<file path="config.mk">
export PLATFORM = sky130hd
export DESIGN_NAME = read_counter_sequencer
export DESIGN_NICKNAME = d
export VERILOG_FILES = /design/src/rtl/cdu_pkg.sv /design/src/rtl/read_counter_decode.sv /design/src/rtl/read_counter_sequencer.sv
export SDC_FILE = /design/constraint.sdc
export NUM_CORES = 1
export LEC_CHECK = 0
export CORE_MARGIN = 3
export CORE_UTILIZATION = 25
export DETAILED_ROUTE_END_ITERATION = 8
export PLACE_DENSITY = 0.44
export SKIP_LAST_GASP = 1
export SLEW_MARGIN = 15
export SYNTH_ARGS = -nofsm -noshare
export SYNTH_HDL_FRONTEND = slang
export SYNTH_HIERARCHICAL = 1
export SYNTH_SLANG_ARGS = --single-unit
</file>
<file path="constraint.sdc">
create_clock -name clk -period 6.8 [get_ports clk]
set_input_delay 1.36 -clock clk [delete_from_list [all_inputs] [get_ports clk]]
set_output_delay 1.36 -clock clk [all_outputs]
set_load 0.01 [all_outputs]
</file>
<file path="src/rtl/cdu_pkg.sv">
// Shared types and field positions for the CDU read-counter sequencer.
package cdu_pkg;
   localparam int RC_W    = 16;
   localparam int FLD_LSB = 10;
   localparam int FLD_W   = 6;
   // positions inside the rc[15:10] decode field
   localparam int Q_POS   = 4;
   localparam int S_POS   = 2;
   localparam int H_POS   = 1;
   localparam int B_POS   = 0;

   typedef enum logic {RUN = 1'b0, BBM = 1'b1} cdu_state_t;

   // bit n-1 drives _Dn; 0 = switch closed
   typedef logic [13:0] cdu_sw_t;

   localparam cdu_sw_t SW_OPEN  = 14'h3FFF;
   localparam cdu_sw_t SW_RESET = 14'h33FE;
endpackage

</file>
<file path="src/rtl/read_counter_decode.sv">
// Combinational decode of the read-counter field rc[15:10] into the switch vector.
module read_counter_decode
   import cdu_pkg::*;
(
   input  logic [FLD_W-1:0] fld,
   output cdu_sw_t          sw
);

   logic [1:0] q;
   logic [1:0] s;
   logic [1:0] k;
   logic       h;
   logic       b;

   assign q = fld[Q_POS +: 2];
   assign s = fld[S_POS +: 2];
   assign h = fld[H_POS];
   assign b = fld[B_POS];
   // odd quadrants walk the sectors in reverse
   assign k = q[0] ? (2'd3 - s) : s;

   always_comb begin
      sw     = SW_OPEN;
      sw[k]  = 1'b0;
      sw[4]  = ~q[1];
      sw[6]  = ~(q[1] ^ q[0]);
      sw[10] = h;
      sw[13] = ~h;
      if (h) begin
         sw[8]  = b;
         sw[9]  = ~b;
      end else begin
         sw[11] = b;
         sw[12] = ~b;
      end
   end

endmodule

</file>
<file path="src/rtl/read_counter_sequencer.sv">
// CDU read counter: rate-selected up/down stepping, switch decode, AGC pulses.
// Break-before-make on sector changes is built only when CDU_BBM_EN is defined.
module read_counter_sequencer
   import cdu_pkg::*;
#(
   parameter int HI_DIV  = 4,
   parameter int LO_DIV  = 32,
   parameter int BBM_CYC = 3
) (
   input  logic            clk,
   input  logic            rst,
   input  logic            err_hi_p,
   input  logic            err_hi_n,
   input  logic            err_lo_p,
   input  logic            err_lo_n,
   input  logic            zero_cdu,
   output logic [RC_W-1:0] rc,
   output logic            cdu_pos,
   output logic            cdu_neg,
   output logic            _D1,
   output logic            _D2,
   output logic            _D3,
   output logic            _D4,
   output logic            _D5,
   output logic            _D6,
   output logic            _D7,
   output logic            _D8,
   output logic            _D9,
   output logic            _D10,
   output logic            _D11,
   output logic            _D12,
   output logic            _D13,
   output logic            _D14,
   output logic            busy
);

   // state | meaning
   // RUN   | steps allowed, switches follow the applied decode
   // BBM   | all switches open, steps inhibited, count down to re-apply

`ifdef CDU_BBM_EN
   localparam bit BBM_ON = 1'b1;
`else
   localparam bit BBM_ON = 1'b0;
`endif

   localparam int PRE_W = $clog2(LO_DIV);
   localparam int HI_W  = $clog2(HI_DIV);
   localparam int CNT_W = $clog2(BBM_CYC + 1);
   localparam logic [CNT_W-1:0] CNT_LOAD = CNT_W'(BBM_CYC - 1);

   logic [PRE_W-1:0] pre;
   logic             tick_hi;
   logic             tick_lo;
   logic             up;
   logic             dn;
   logic             step_up;
   logic             step_dn;
   logic [RC_W-1:0]  rc_nxt;
   logic [FLD_W-1:0] fld_q;
   logic [FLD_W-1:0] fld_nxt;
   logic [CNT_W-1:0] cnt;
   logic [CNT_W-1:0] cnt_nxt;
   cdu_state_t       state;
   cdu_state_t       state_nxt;
   cdu_sw_t          sw_q;
   cdu_sw_t          sw_nxt;
   cdu_sw_t          dec_sw;
   logic             busy_nxt;

   assign tick_lo = (pre == PRE_W'(LO_DIV - 1));
   assign tick_hi = &pre[HI_W-1:0];

   // a single asserted hi comparator wins; anything else falls to the lo pair
   always_comb begin
      up = 1'b0;
      dn = 1'b0;
      if (tick_hi && (err_hi_p ^ err_hi_n)) begin
         up = err_hi_p;
         dn = err_hi_n;
      end else if (tick_lo && (err_lo_p ^ err_lo_n)) begin
         up = err_lo_p;
         dn = err_lo_n;
      end
   end

   assign step_up = up & (state == RUN) & ~zero_cdu;
   assign step_dn = dn & (state == RUN) & ~zero_cdu;

   always_comb begin
      rc_nxt = rc;
      if (zero_cdu)     rc_nxt = '0;
      else if (step_up) rc_nxt = rc + RC_W'(1);
      else if (step_dn) rc_nxt = rc - RC_W'(1);
   end

   read_counter_decode u_decode (
      .fld (rc_nxt[FLD_LSB +: FLD_W]),
      .sw  (dec_sw)
   );

   always_ff @(posedge clk) begin
      if (rst) begin
         state   <= RUN;
         cnt     <= '0;
         pre     <= '0;
         rc      <= '0;
         fld_q   <= '0;
         sw_q    <= SW_RESET;
         cdu_pos <= 1'b0;
         cdu_neg <= 1'b0;
         busy    <= 1'b0;
      end else begin
         state   <= state_nxt;
         cnt     <= cnt_nxt;
         pre     <= pre + PRE_W'(1);
         rc      <= rc_nxt;
         fld_q   <= fld_nxt;
         sw_q    <= sw_nxt;
         cdu_pos <= step_up;
         cdu_neg <= step_dn;
         busy    <= busy_nxt;
      end
   end

   always_comb begin
      state_nxt = state;
      cnt_nxt   = cnt;
      unique case (state)
         RUN: begin
            if (BBM_ON && (rc_nxt[FLD_LSB +: FLD_W] != fld_q)) begin
               state_nxt = BBM;
               cnt_nxt   = CNT_LOAD;
            end
         end
         BBM: begin
            if (zero_cdu)         cnt_nxt   = CNT_LOAD;
            else if (cnt == '0)   state_nxt = RUN;
            else                  cnt_nxt   = cnt - CNT_W'(1);
         end
         default: state_nxt = RUN;
      endcase
   end

   // in BBM rc cannot move, so the decode of rc_nxt is the current rc on exit
   always_comb begin
      busy_nxt = (state_nxt == BBM);
      fld_nxt  = fld_q;
      sw_nxt   = SW_OPEN;
      if (state_nxt == RUN) begin
         fld_nxt = rc_nxt[FLD_LSB +: FLD_W];
         sw_nxt  = dec_sw;
      end
   end

   assign {_D14, _D13, _D12, _D11, _D10, _D9, _D8,
           _D7, _D6, _D5, _D4, _D3, _D2, _D1} = sw_q;

endmodule
</file>
# Word level (Yosys, flattened, before mapping)
# Cells that the tools add are included.
dict set report classes {
  n_div 0
  n_addsub 5
  n_eq_ne 2
  n_reduce_logical 9
  shifts 0
  n_bitwise 14
  n_lt_le_gt_ge 2
  multipliers 0
  muxes 18
}
# operator count
set ops {}
lappend ops {{$mux 16} 3}
lappend ops {{$add 16x1->16 const B} 1}
lappend ops {{$sub 16x1->16 const B} 1}
lappend ops {{$not 4->13} 1}
lappend ops {{$mux 12} 1}
lappend ops {{$mux 2} 5}
lappend ops {{$mux 1} 8}
lappend ops {{$not 1->1} 6}
lappend ops {{$add 5x1->5 const B} 1}
lappend ops {{$eq 5x5->1 const B} 1}
lappend ops {{$lt 2x5->1 const B} 1}
lappend ops {{$and 1x1->1} 4}
lappend ops {{$reduce_and 2->1} 2}
lappend ops {{$reduce_or 2->1} 2}
lappend ops {{$logic_and 1x1->1} 3}
lappend ops {{$xor 1x1->1} 3}
lappend ops {{$demux 1 s2} 1}
lappend ops {{$ge 2x1->1 const B} 1}
lappend ops {{$logic_not 2->1} 1}
lappend ops {{$ne 2x2->1 const B} 1}
lappend ops {{$reduce_bool 2->1} 1}
lappend ops {{$sub 2x1->2 const B} 1}
lappend ops {{$sub 2x2->2 const A} 1}
dict set report totals {
  reg_bits 40
  latchBits 0
  ramBits 0
  mem_count 0
  mem_bits_ro 0
  wordCells 59
  input_bits 7
}

# Logic depth before layout (Yosys ltp)
dict set report depth {
  depth_word 18
  ltp_mapped 14
  depth_no_buf 12
}

# By module
# The synthesis kept the hierarchy.
# mod seq_area_each_um2 area_each_um2 cells_each instances
set by_module_without_submodules {}
lappend by_module_without_submodules {read_counter_sequencer 800.8 2125.8 260 1}
lappend by_module_without_submodules {read_counter_decode 0.0 136.4 21 1}

# Least setup slack after synthesis
# No wires, ideal clock.
dict set report synth_timing {
  path_type {input -> register}
  from {input zero_cdu}
  to {register sw_q[0]}
  n_path_buf 1
  arrival_time_ns 3.328
  required_time_ns 6.665
  cell_stages 10
  path_slack_ns 3.337
  cell_sequence {nor2_1 o211ai_1 or4b_4 a22oi_2 mux2_1 buf_6 nor3_1 a21oi_1 inv_1 a21oi_1}
}
dict set report synth_between {
  elab_cells_between_ends 17
  classes_between {1 x add/sub; 2 x order compare; 9 x mux; 4 x bitwise; 1 x reduce/logical}
}
# item line
set synth_lines {}
lappend synth_lines {{start, declared} read_counter_sequencer.sv:16} ;# input logic zero_cdu,
lappend synth_lines {{$not 1->1} {read_counter_sequencer.sv:87, read_counter_sequencer.sv:88}}
lappend synth_lines {{$and 1x1->1} read_counter_sequencer.sv:88} ;# assign step_dn = dn & (state == RUN) & ~zero_cdu;
lappend synth_lines {{$mux 16} read_counter_sequencer.sv:94} ;# else if (step_dn) rc_nxt = rc - RC_W'(1);
lappend synth_lines {{$mux 16} read_counter_sequencer.sv:93} ;# else if (step_up) rc_nxt = rc + RC_W'(1);
lappend synth_lines {{$mux 16 (*)} read_counter_sequencer.sv:92} ;# if (zero_cdu) rc_nxt = '0;
lappend synth_lines {{named net rc_nxt[14]} read_counter_sequencer.sv:59} ;# logic [RC_W-1:0] rc_nxt;
lappend synth_lines {{$mux 2 (*)} read_counter_decode.sv:20} ;# assign k = q[0] ? (2'd3 - s) : s;
lappend synth_lines {{$lt 2x5->1 (not written as such) or $ge 2x1->1 (tied branches)} read_counter_decode.sv:24} ;# sw[k] = 1'b0;
lappend synth_lines {{$logic_and 1x1->1 (not written as such)} read_counter_decode.sv:24}
lappend synth_lines {{$mux 1 (not written as such)} read_counter_decode.sv:24}
lappend synth_lines {{$demux 1 s2 (*)} n/a}
lappend synth_lines {{$not 4->13 (no source line) (*)} n/a}
lappend synth_lines {{named net dec_sw[0]} read_counter_sequencer.sv:68} ;# cdu_sw_t dec_sw;
lappend synth_lines {{$mux 12 (*)} read_counter_sequencer.sv:150} ;# if (state_nxt == RUN) begin
lappend synth_lines {{end signal, assigned} read_counter_sequencer.sv:119} ;# sw_q <= sw_nxt;
lappend synth_lines {{end, declared} read_counter_sequencer.sv:66} ;# cdu_sw_t sw_q;
# The timed path passes the listed nets; every way through them passes the cells marked *. The select of a mux whose other input is x is not followed.
# A chain may end at the register's enable or synchronous reset.

# Worst setup path in the final report
dict set report layout_timing {
  from {input zero_cdu}
  to {register sw_q[0]}
}
dict set report layout_between {
  elab_chain_len 13
  elab_cells_between_ends 17
  classes_between {1 x add/sub; 2 x order compare; 9 x mux; 4 x bitwise; 1 x reduce/logical}
}
# item line
set layout_lines {}
lappend layout_lines {{$not 1->1} {read_counter_sequencer.sv:87, read_counter_sequencer.sv:88}}
lappend layout_lines {{$and 1x1->1} read_counter_sequencer.sv:88}
lappend layout_lines {{$mux 16} read_counter_sequencer.sv:94}
lappend layout_lines {{$mux 16} read_counter_sequencer.sv:93}
lappend layout_lines {{$mux 16 (*)} read_counter_sequencer.sv:92}
lappend layout_lines {{named net rc_nxt[13]} read_counter_sequencer.sv:59}
lappend layout_lines {{$sub 2x2->2} read_counter_decode.sv:20}
lappend layout_lines {{$mux 2 (*)} read_counter_decode.sv:20}
lappend layout_lines {{$lt 2x5->1 (not written as such) or $ge 2x1->1 (tied branches)} read_counter_decode.sv:24}
lappend layout_lines {{$logic_and 1x1->1 (not written as such)} read_counter_decode.sv:24}
lappend layout_lines {{$mux 1 (not written as such)} read_counter_decode.sv:24}
lappend layout_lines {{$demux 1 s2 (*)} n/a}
lappend layout_lines {{$not 4->13 (no source line) (*)} n/a}
lappend layout_lines {{named net dec_sw[0]} read_counter_sequencer.sv:68}
lappend layout_lines {{$mux 12 (*)} read_counter_sequencer.sv:150}
# Marks and branches as above.

==> qor.csv <==
stage;metric;value;unit
outcome;outcome;finished, final reports clean;
placed_design;Post-DP Area;2700;µm²
clock_tree;Resize count post-CTS;0;
sta;PnR worst setup slack;2.22;ns
flow_run;max cap viols;0;
power;Switch Pwr;110;µW
clock_tree;Setup Fix Bufs, Post-CTS;0;
finish;Final Net Count;322;
synth;Post-synth top cells;dfxtp_1 (40), nor3_1 (34), nor2_1 (27), nand2_1 (18), nand2b_1 (14);
synth;xor-xnor portion of the synthesized cell area;0.0194;
synth;EDFF count, synth;0;
placed_design;GPL Wtd Cong;0.817;
synth;Post-Synth Adder-Cell Area;0.0277;
routing;WL/cell;13.4;µm
floorplanning;die height;101;µm
synth;synth warn;6;
power;VDD IR-drop max;0.0000580;V
global_routing;grt ovf;0;
global_routing;largest net degree at the start of global routing;21;
critical_path;critical path type;primary input to flop;
floorplanning;die width;101;µm
global_routing;number of global-route vias before repair;1824;
synth;Mapped Cells;281;
global_routing;GRT Overall Usage;0.114;
power;power density over the cells;155;nW/µm²
sta;Least-Margin Pin Slew;1.04;ns
routing;vias after detailed routing;2043;
hold_path;Hold/Removal Path Class;flop to flop;
sta;crit share post-route;0.673;
synth;post-synthesis compound-gate area fraction;0.142;
synth;Avg Cell Area, Syn;8.05;µm²
sta;WHS;0.456;ns
sta;count of final setup violators;0;
routing;Vias/cell;4.88;
synth;simple logic cell fraction of the synthesized area;0.357;
clock_tree;H-tree lvl count;2;
critical_path;CP Data Arrival Time;4.79;ns
sta;Fin Setup TNS;0;ns
synth;area leader, netlist;dfxtp_1;
clock_tree;worst-skew pair later-pin latency;0.29;ns
critical_path;Worst Setup SP;zero_cdu;
routing;Final ANT Viol Nets;0;
routing;Pre-antenna DRT Iters;4;
global_routing;first-pass GRT wire length;9280;µm
clock_tree;Root Buffer;clkbuf_8;
power;Sw Ratio;0.255;
clock_tree;CTS buffer count;5;
sta;Post-Route Skew;0.00460;ns
synth;mux contribution to synthesized area;0.0371;
synth;largest family of logic cells by synthesized area;simple AND/OR/NAND/NOR gates;
floorplanning;core area;8760;µm²
floorplanning;Rows;34;
power;P_int;322;µW
synth;register area share after synthesis;0.354;
synth;synth top area cells;dfxtp_1 (35%), nor3_1 (7.5%), nor2_1 (4.5%);
clock_tree;Clock Tree Buf Depth;2;
synth;Mapped Area;2260;µm²
floorplanning;Initial Utilization;0.258;
power;Comb pwr share;0.076;
critical_path;CP Capture Type;flop;
clock_tree;CTS tree;yes;
power;Pleak;0.000981;µW
floorplanning;die area;10200;µm²
sta;Slew HR;0.305;
synth;share of the synthesized area in the top cell type;0.354;
clock_tree;Reg clk slew, reported paths;0.08;ns
routing;DR iter-0 viols;112;
hold_path;hold path start;pre[0];
placed_design;Placement Setup Slack;1.90;ns
sta;final hold violation count;0;
sta;Final Max Slew Viols;0;
critical_path;critical path startpoint category;primary input;
synth;Primary FF master, synth;dfxtp_1;
finish;area grow syn2layout;23.3;%
routing;Post-route DRC;0;
global_routing;initial antenna violation count;0;
clock_tree;Sink Count;40;
finish;FILL cells;931;
finish;n_diodes;0;
synth;Synth cell types;52;
finish;layout cells sized above 1;0.0579;
placed_design;hpwl dp;4070;µm
critical_path;CP required;7.02;ns
synth;#FFs+latches synth;40;
sta;Final min period;4.58;ns
sta;Max Clock Freq;218;MHz
power;Clock power frac;0.371;
finish;post-route cell area;2790;µm²
synth;FFs w/ async S/R, synth;0;
floorplanning;io pins;40;
sta;RSZ-0062 raised after global routing;false;
critical_path;FF-to-FF Start;pre[0];
routing;final WL;5620;µm
clock_tree;CTS Hold Buffers Added;0;
critical_path;Worst Path Max Fanout;20;
synth;count leader, synth;dfxtp_1;
placed_design;IO Port Bufs;39;
power;Seq pwr share;0.553;
==> cells in the final DEF, fill, tap and decap left out, types with 3 or more instances in the layout <==
master,netlist,final
inv_1,11,11
and4_1,5,5
o21ai_0,6,6
o211ai_1,6,6
or3_1,7,7
nand3_1,6,6
and3_1,5,5
xnor2_1,3,3
mux2i_1,5,5
a21oi_1,6,6
clkbuf_8,0,5
o21a_1,7,7
nand4_1,3,3
dfxtp_1,40,40
nor2b_1,8,8
clkdlybuf4s50_1,0,39
nor3_1,34,34
nor4_1,6,6
nand2_1,18,18
nand2b_1,14,14
a32oi_1,3,3
ha_1,5,5
nor2_1,27,27
==> per-stage QoR <==
step / std cells / power (µW) / utilization
global placement: 411 / 277 / 0.308
detailed placement: 411 / 278 / 0.308
finish: 419 / 432 / 0.318
CTS: 419 / 443 / 0.318
floorplan: 282 / 266 / -
global route: 419 / 456 / 0.318
==> final cells by class <==
class	instances	area, µm²	area share
well taps	108	135	0.0485
repair buffers	40	398	0.143
clock inverters	3	18.8	0.00673
multi-input cells	212	1330	0.476
clock buffers	5	68.8	0.0247
inverters	11	41.3	0.0148
flip-flops and latches	40	801	0.287
==> registers in the layout, summed over array words and instances, names as in the netlist <==
name,count
rc,16
sw_q,14
pre,5
cnt,2
cdu_neg,1
cdu_pos,1
state,1
==> cells by family (layout without fill, tap and decap cells) <==
kind of cell | count (synthesis) | after routing
AOI/OAI and AO/OA | 44 | 44
xor gates and xnor gates | 5 | 5
adders and majority gates | 5 | 5
buffers and inverters | 30 | 59
DFF | 40 | 40
muxes | 8 | 8
other | 1 | 2
and+or+nand+nor | 148 | 148
==> per-layer routing <==
layer	up-vias	track usage	wire, µm
met4	0	0.0307	61
met3	9	0.0284	287
met5	-	0	0
li1	1061	-	-
met1	923	0.162	2850
met2	50	0.170	2420
==> worst paths after layout <==
kind	endpoint	slack (ns)	cells past startpoint
setup / recovery	sw_q[0]	2.22	10
hold / removal	pre[0]	0.46	1
setup reg to reg	sw_q[0]	3.29	12
hold reg to reg	pre[0]	0.46	1
==> power by group through the flow <==
| stage | Combinational (µW) | Clock, µW | Sequential [µW] |
|---|---|---|---|
| 4_1_cts | 33.3 | 171 | 239 |
| 5_1_grt | 36.8 | 180 | 240 |
| 6_report | 33.0 | 160 | 239 |
| 3_5_place_dp | 33.2 | 0 | 245 |
| 2_1_floorplan | 20.9 | 0 | 245 |
| 3_3_place_gp | 32.6 | 0 | 245 |
==> worst max-delay path: stages <==
cell	delay [ns]
clkdlybuf4s50_1	0.74
nor2_1	0.47
o2111ai_1	0.36
nor3_1	0.85
nor3_1	0.13
or3_1	0.40
and2_1	0.19
a21oi_1	0.13
inv_1	0.05
a21oi_1	0.10
(Power assumes the default switching activity.)
